**config.mk**
```make
export PLATFORM = sky130hd
export DESIGN_NAME = usb_rx_bit_timer
export DESIGN_NICKNAME = d
export VERILOG_FILES = /design/src/rtl/usb_rx_pkg.sv /design/src/rtl/flex_counter.sv /design/src/rtl/usb_rx_bit_timer.sv
export SDC_FILE = /design/constraint.sdc
export NUM_CORES = 1
export LEC_CHECK = 0
export CAP_MARGIN = 10
export CELL_PAD_IN_SITES_DETAIL_PLACEMENT = 1
export CELL_PAD_IN_SITES_GLOBAL_PLACEMENT = 1
export CORE_AREA = 2 2 44 46
export CTS_BUF_LIST = sky130_fd_sc_hd__clkbuf_16
export CTS_CLUSTER_DIAMETER = 30
export CTS_CLUSTER_SIZE = 28
export DETAILED_ROUTE_END_ITERATION = 6
export DIE_AREA = 0 0 46 48
export HOLD_SLACK_MARGIN = 0.08
export PLACE_DENSITY_LB_ADDON = 0.1
export SLEW_MARGIN = 10
export SYNTH_ARGS = -nofsm -noshare
export SYNTH_HDL_FRONTEND = slang
export SYNTH_SLANG_ARGS = --single-unit
```
**constraint.sdc**
```tcl
create_clock -name clk -period 1.3 [get_ports clk]
set_input_delay 0.26 -clock clk [delete_from_list [all_inputs] [get_ports clk]]
set_output_delay 0.26 -clock clk [all_outputs]
set_load 0.02 [all_outputs]
```
**src/rtl/usb_rx_pkg.sv**
```systemverilog
// Shared constants for the USB receive path: default bit timing and derived counter widths.
package usb_rx_pkg;

  localparam int USB_OVERSAMPLE    = 8;
  localparam int USB_SAMPLE_PT     = 3;
  localparam int USB_BITS_PER_BYTE = 8;
  localparam int USB_MAX_RUN       = 7;

  localparam int PHASE_W = $clog2(USB_OVERSAMPLE);
  localparam int BIT_W   = $clog2(USB_BITS_PER_BYTE);

  // Width needed to hold a run count that saturates at max_run.
  function automatic int run_width(input int max_run);
    return (max_run < 1) ? 1 : $clog2(max_run + 1);
  endfunction

endpackage

```
**src/rtl/flex_counter.sv**
```systemverilog
// Generic wrapping counter: counts 0..rollover_val-1 on count_enable, registered pulse on wrap.
module flex_counter #(
  parameter int NUM_BITS = 3
) (
  input  logic                clk,
  input  logic                n_rst,
  input  logic                clear,
  input  logic                count_enable,
  input  logic [NUM_BITS:0]   rollover_val,
  output logic [NUM_BITS-1:0] count_out,
  output logic                rollover_flag
);

  logic at_last;

  assign at_last = ({1'b0, count_out} == (rollover_val - (NUM_BITS+1)'(1)));

  always_ff @(posedge clk or negedge n_rst) begin
    if (!n_rst) begin
      count_out     <= '0;
      rollover_flag <= 1'b0;
    end else if (clear) begin
      count_out     <= '0;
      rollover_flag <= 1'b0;
    end else if (count_enable) begin
      if (at_last) begin
        count_out     <= '0;
        rollover_flag <= 1'b1;
      end else begin
        count_out     <= count_out + NUM_BITS'(1);
        rollover_flag <= 1'b0;
      end
    end else begin
      rollover_flag <= 1'b0;
    end
  end

endmodule

```
**src/rtl/usb_rx_bit_timer.sv**
```systemverilog
// USB RX bit timer: edge-resynchronised phase counter, sample strobe, byte counting and
// detection of over-long runs without transitions.
module usb_rx_bit_timer
  import usb_rx_pkg::*;
#(
  parameter int OVERSAMPLE    = USB_OVERSAMPLE,
  parameter int SAMPLE_PT     = USB_SAMPLE_PT,
  parameter int BITS_PER_BYTE = USB_BITS_PER_BYTE,
  parameter int MAX_RUN       = USB_MAX_RUN,
  parameter int RESYNC_EN     = 1
) (
  input  logic                             clk,
  input  logic                             n_rst,
  input  logic                             d_edge,
  input  logic                             rcving,
  input  logic                             stuff_skip,
  output logic                             shift_enable,
  output logic                             byte_received,
  output logic [$clog2(BITS_PER_BYTE)-1:0] bit_cnt,
  output logic                             run_err
);

  localparam int PW = $clog2(OVERSAMPLE);
  localparam int BW = $clog2(BITS_PER_BYTE);
  localparam int RW = run_width(MAX_RUN);

  if (SAMPLE_PT >= OVERSAMPLE) begin : g_bad_sample_pt
    $error("usb_rx_bit_timer: SAMPLE_PT must be below OVERSAMPLE");
  end
  if (OVERSAMPLE < 4) begin : g_bad_oversample
    $error("usb_rx_bit_timer: OVERSAMPLE must be at least 4");
  end
  if (BITS_PER_BYTE < 2) begin : g_bad_bits_per_byte
    $error("usb_rx_bit_timer: BITS_PER_BYTE must be at least 2");
  end
  if (MAX_RUN < 1) begin : g_bad_max_run
    $error("usb_rx_bit_timer: MAX_RUN must be at least 1");
  end

  logic [PW-1:0] phase_q;
  logic [RW-1:0] run_q;
  logic          sample_cycle;
  logic          wrap;
  logic          resync;

  assign sample_cycle = rcving && (phase_q == PW'(SAMPLE_PT));
  assign wrap         = (phase_q == PW'(OVERSAMPLE - 1));
  assign resync       = d_edge && (RESYNC_EN != 0);

  // Gated by n_rst so the strobe stays low during reset even when SAMPLE_PT is 0.
  assign shift_enable = n_rst && sample_cycle && !stuff_skip;

  // The edge cycle counts as phase 0, so the cycle after an edge is phase 1.
  always_ff @(posedge clk or negedge n_rst) begin
    if (!n_rst) begin
      phase_q <= '0;
    end else if (!rcving) begin
      phase_q <= '0;
    end else if (resync) begin
      phase_q <= PW'(1);
    end else if (wrap) begin
      phase_q <= '0;
    end else begin
      phase_q <= phase_q + PW'(1);
    end
  end

  // Run count saturates at MAX_RUN; run_err is sticky for the rest of the packet.
  always_ff @(posedge clk or negedge n_rst) begin
    if (!n_rst) begin
      run_q   <= '0;
      run_err <= 1'b0;
    end else if (!rcving) begin
      run_q   <= '0;
      run_err <= 1'b0;
    end else if (d_edge) begin
      run_q   <= '0;
    end else if (wrap) begin
      if (run_q != RW'(MAX_RUN)) begin
        run_q <= run_q + RW'(1);
      end
      if (run_q == RW'(MAX_RUN - 1)) begin
        run_err <= 1'b1;
      end
    end
  end

  flex_counter #(
    .NUM_BITS(BW)
  ) u_bit_counter (
    .clk          (clk),
    .n_rst        (n_rst),
    .clear        (!rcving),
    .count_enable (shift_enable),
    .rollover_val ((BW+1)'(BITS_PER_BYTE)),
    .count_out    (bit_cnt),
    .rollover_flag(byte_received)
  );

endmodule

```
# Word-level counts from Yosys, hierarchy flattened

Cells that the tools add are included.

Output and inout bits: 6
Flip-flop bits (word level): 11
Word-level logic and storage cells: 42

Add/sub/neg operators: 3
Equality and inequality tests: 11
Mux-type cells: 17
Reductions and logical operators: 6

Operators by type and width:

| operator            | number |
|---|---|
| $mux 3              | 10 |
| $add 3x1->3 const B | 3 |
| $eq 3x3->1 const B  | 3 |
| $mux 1              | 7 |
| $ne 2x1->1 const B  | 3 |
| $ne 3x2->1 const B  | 2 |
| $eq 3x2->1 const B  | 1 |
| $logic_and 1x1->1   | 3 |
| $ne 3x3->1 const B  | 1 |
| $reduce_and 3->1    | 1 |
| $ne 2x2->1 const B  | 1 |
| $reduce_and 2->1    | 1 |
| $logic_not 1->1     | 1 |

# Logic depth before layout (Yosys ltp)

Depth in word-level cells: 6
Mapped depth: 5

# Modules after synthesis

Synthesis repeated with hierarchy kept, for this count alone.

Cells, all modules: 65
Area, all modules: 676.9 um^2

Modules (own cells, without submodules):

| module           | instances | seq. area each (um^2) | area an instance (um^2) | cells each |
|---|---|---|---|---|
| usb_rx_bit_timer | 1         | 175.2                 | 379.1                   | 36 |
| flex_counter     | 1         | 100.1                 | 297.8                   | 29 |

# Least setup slack after synthesis

Ideal clock, no wire load.

Path kind: flip-flop to flip-flop
Start: register u_bit_counter.count_out[0]
End: register u_bit_counter.count_out[0]
Data arrival time: 1.322 ns
Data required time: 1.223 ns
Stages on the path, launching flop included: 5
Setup slack: -0.099 ns
Cells stage by stage: dfrtp_1 > ha_1 > ha_1 > or3_1 > a21oi_1

Word-level cells in the longest chain between the ends: 4

Ends and longest elaborated chain:

| element                                   | line                                   | source |
|---|---|---|
| start, declared                           | flex_counter.sv:10                     | `output logic [NUM_BITS-1:0] count_out,` |
| start signal, assigned                    | flex_counter.sv:30                     | `count_out <= count_out + NUM_BITS'(1);` |
| $add 3x1->3 or $eq 3x3->1 (tied branches) | flex_counter.sv:30, flex_counter.sv:16 |  |
| $mux 3 *                                  | flex_counter.sv:26                     | `if (at_last) begin` |
| $mux 3 *                                  | flex_counter.sv:25                     | `end else if (count_enable) begin` |
| $mux 3 *                                  | flex_counter.sv:22                     | `end else if (clear) begin` |

Mark *: on every way between the ends. The rest lies on a longest branch, timed or not. The select of a mux whose other input is x is not followed.
A chain may end at the register's enable or synchronous reset.

# Final worst setup path

Start: register phase_q[0]
End: output port shift_enable

Word-level cells in the longest chain between the ends: 4

Ends and longest elaborated chain:

| element                         | line                   | source |
|---|---|---|
| start, declared                 | usb_rx_bit_timer.sv:40 | `logic [PW-1:0] phase_q;` |
| start signal, assigned          | usb_rx_bit_timer.sv:64 | `phase_q <= phase_q + PW'(1);` |
| $eq 3x2->1                      | usb_rx_bit_timer.sv:46 | `assign sample_cycle = rcving && (phase_q == PW'(SAMPLE_PT));` |
| $logic_and 1x1->1               | usb_rx_bit_timer.sv:46 |  |
| $logic_and 1x1->1 (2 in series) | usb_rx_bit_timer.sv:51 | `assign shift_enable = n_rst && sample_cycle && !stuff_skip;` |
| end, declared                   | usb_rx_bit_timer.sv:17 | `output logic shift_enable,` |

Every way passes these cells.

==> reports/results.tsv <==
metric	value	unit
pin count of the biggest net entering global routing	12	
CTS sink cnt	11	
routed len/inst	13.47	um
Max transition margin	85.55	%
Clk pin slew, worst setup/hold paths	0.04	ns
Worst setup EP type	output pin	
min cycle time layout	1.489	ns
Row Count	15	
top achievable clock speed	0.6718	GHz
Remaining DRCs	0	
Final WS setup	-0.1886	ns
Max clock buf depth	2	
total CTS buffers	3	
Synth Warn #	0	
outcome	finished with violations	
total power	0.0009597	W
final worst path period share	114.5	%
fin. max-slew vios	0	
Worst EP required	1.04	ns
failing checks	negative setup slack	
most used cell, CP	ha_4	
worst-path maximum fanout	2	
drt initial violations	3	
Worst-Skew Late Latency	0.24	ns
Cells after Synth	53	
RSZ-0062 raised after global routing	true	
Fin. Hold Viols	0	
vias in the first global route	470	
CORE AREA	1689	um2
endpoints failing setup	4	
register area share after synthesis	49.66	%
Critical Path AT	1.23	ns
I/O Pins	11	
WS Path Type	reg -> out	
Hold WC Path Type	in -> async	
first-pass GRT wire length	2.042	mm
Multi-input gate area	340.3	um2
mapped cell area	554.3	um2
Crit path largest cell delay	0.40	ns
worst vdd ir	1.013	mV
syn avg cell area	10.46	um2
CTS tree	done	
iteration count of the initial detailed-routing pass	2	
Total GRT Usage	13.74	%
RD Place Congestion	0.5866	
PortBufs	10	
initial antenna violation count	0	
total grt overflow	0	
Seq. cell area	277.8	um2
max_cap viols	0	
via density per instance	4.849	
layout cell share with drive strength beyond 1	40.79	%
width of the die	46	um
Distinct cells, synth	17	
Power Density	1054	nW/um2
Yosys reg bits	11	
H-tree Lvls	1	
Post-Place Worst Slack	-0.5119	ns
die area	2208	um2
Util after Layout	53.93	%
Worst R2R Setup Slack	-0.12	ns
Detailed Place HPWL	938	um
Final ANT Viol Nets	0	
root buffer cell	clkbuf_16	
Worst Max-Slew Pin Slew	0.2168	ns
P&R area growth vs syn	64.33	%
DRT Wirelength	1.253	mm
Fin Clk Skew	0.0008254	ns
Lkg Pwr	0.4587	nW
slowest CP cell	dfrtp_1	
post-synthesis net count	66	
crit path launch type	flip-flop	
most frequent cells in the layout	nor2_1, dfrtp_1, buf_4	
Vias	451	
Fill cells	188	
Initial Utilization	32.81	%
worst hold slack	0.4143	ns
cell-by-cell trace of the critical path	ha_4 -> ha_4 -> nand3b_4 -> nor2_4 -> buf_6	
# diodes	0	
nets	90	
die height	48	um
==> synth_stat cells <==
cell type	count	area, um2
dfrtp_1	11	275.3
nor3b_1	1	7.510
xnor2_1	1	8.760
inv_1	4	15.01
o21ai_0	2	10.01
nand2b_1	1	6.260
nand3_1	2	10.01
nand3b_4	1	20.02
and3_1	1	6.260
mux2i_1	1	10.01
nand2_1	5	18.77
nor2_1	10	37.54
a21oi_1	2	10.01
ha_1	8	100.1
clkbuf_1	1	3.750
a41oi_1	1	8.760
or3_1	1	6.260
==> metal layers <==
layer	up-vias	global-route usage, %	wire length (um)
met2	11	23.06	621
met3	2	3.396	47
met4	0	6.857	15
met1	215	16.36	569
li1	223	-	-
met5	-	0	0
==> cell families (layout without fill, tap and decap cells) <==
logic type / count (synthesis) / in the layout / share of synthesized area (%)
muxes: 1 / 1 / 1.806
adders and majority gates: 8 / 8 / 18.06
AOI/OAI and AO/OA: 5 / 5 / 5.192
and+or+nand+nor: 22 / 22 / 20.32
xor gates and xnor gates: 1 / 1 / 1.580
DFF: 11 / 11 / 49.66
buffers and inverters: 5 / 28 / 3.385
==> power by group <==
group	switching [W]	internal (W)
combinational	0.0000276	0.0000286
clock	0.000148	0.000403
sequential	0.00000410	0.000348
total	0.000179	0.000780
==> cell type report <==
| type | instances | area share (%) |
|---|---|---|
| Multi-Input combinational cell | 37 | 37.36 |
| Clock inverter | 1 | 0.4121 |
| Timing Repair Buffer | 20 | 19.51 |
| Inverter | 4 | 1.648 |
| Tap cell | 17 | 2.335 |
| Clock buffer | 3 | 8.242 |
| Sequential cell | 11 | 30.49 |
==> flip-flops by register name, summed over array words and instances (netlist names) <==
signal                       cells
phase_q                          3
run_err                          1
run_q                            3
u_bit_counter.count_out          3
u_bit_counter.rollover_flag      1
==> critical path: cells and delay by family, from the launching register on <==
family                     cells  cell delay, ns
adders and majority gates      2            0.34
DFF                            1            0.40
and+or+nand+nor                2            0.13
buffers and inverters          1            0.12
==> what timing repair did <==
action,in CTS,in global routing
setup buffers,0,2
pin swaps,3,6
hold buffers,0,0
endpoints found under the setup margin,11,7
gates resized for setup,14,13
==> worst paths after layout <==
| check | from | endpoint | depth (start not counted) |
|---|---|---|---|
| max in group asynchronous | n_rst | u_bit_counter.count_out[1] | 2 |
| worst min-delay path | n_rst | u_bit_counter.rollover_flag | 2 |
| worst max-delay path | phase_q[0] | shift_enable | 5 |
| worst min register to register | run_err | run_err | 2 |
| worst max register to register | phase_q[0] | u_bit_counter.count_out[0] | 6 |
| min in group clk | run_err | run_err | 2 |
==> through the flow <==
step                      instance area [um2]  cells   TNS, ns
final                                   910.9     93   -0.3908
after global routing                    910.9     93   -0.8129
after CTS                               850.8     91   -0.5635
after detailed placement                754.5     87   -0.9528
after global placement                  754.5     87   -0.9318
after floorplan                         576.8     53  -0.05340
Note: power is estimated with default switching activity, not from simulation.
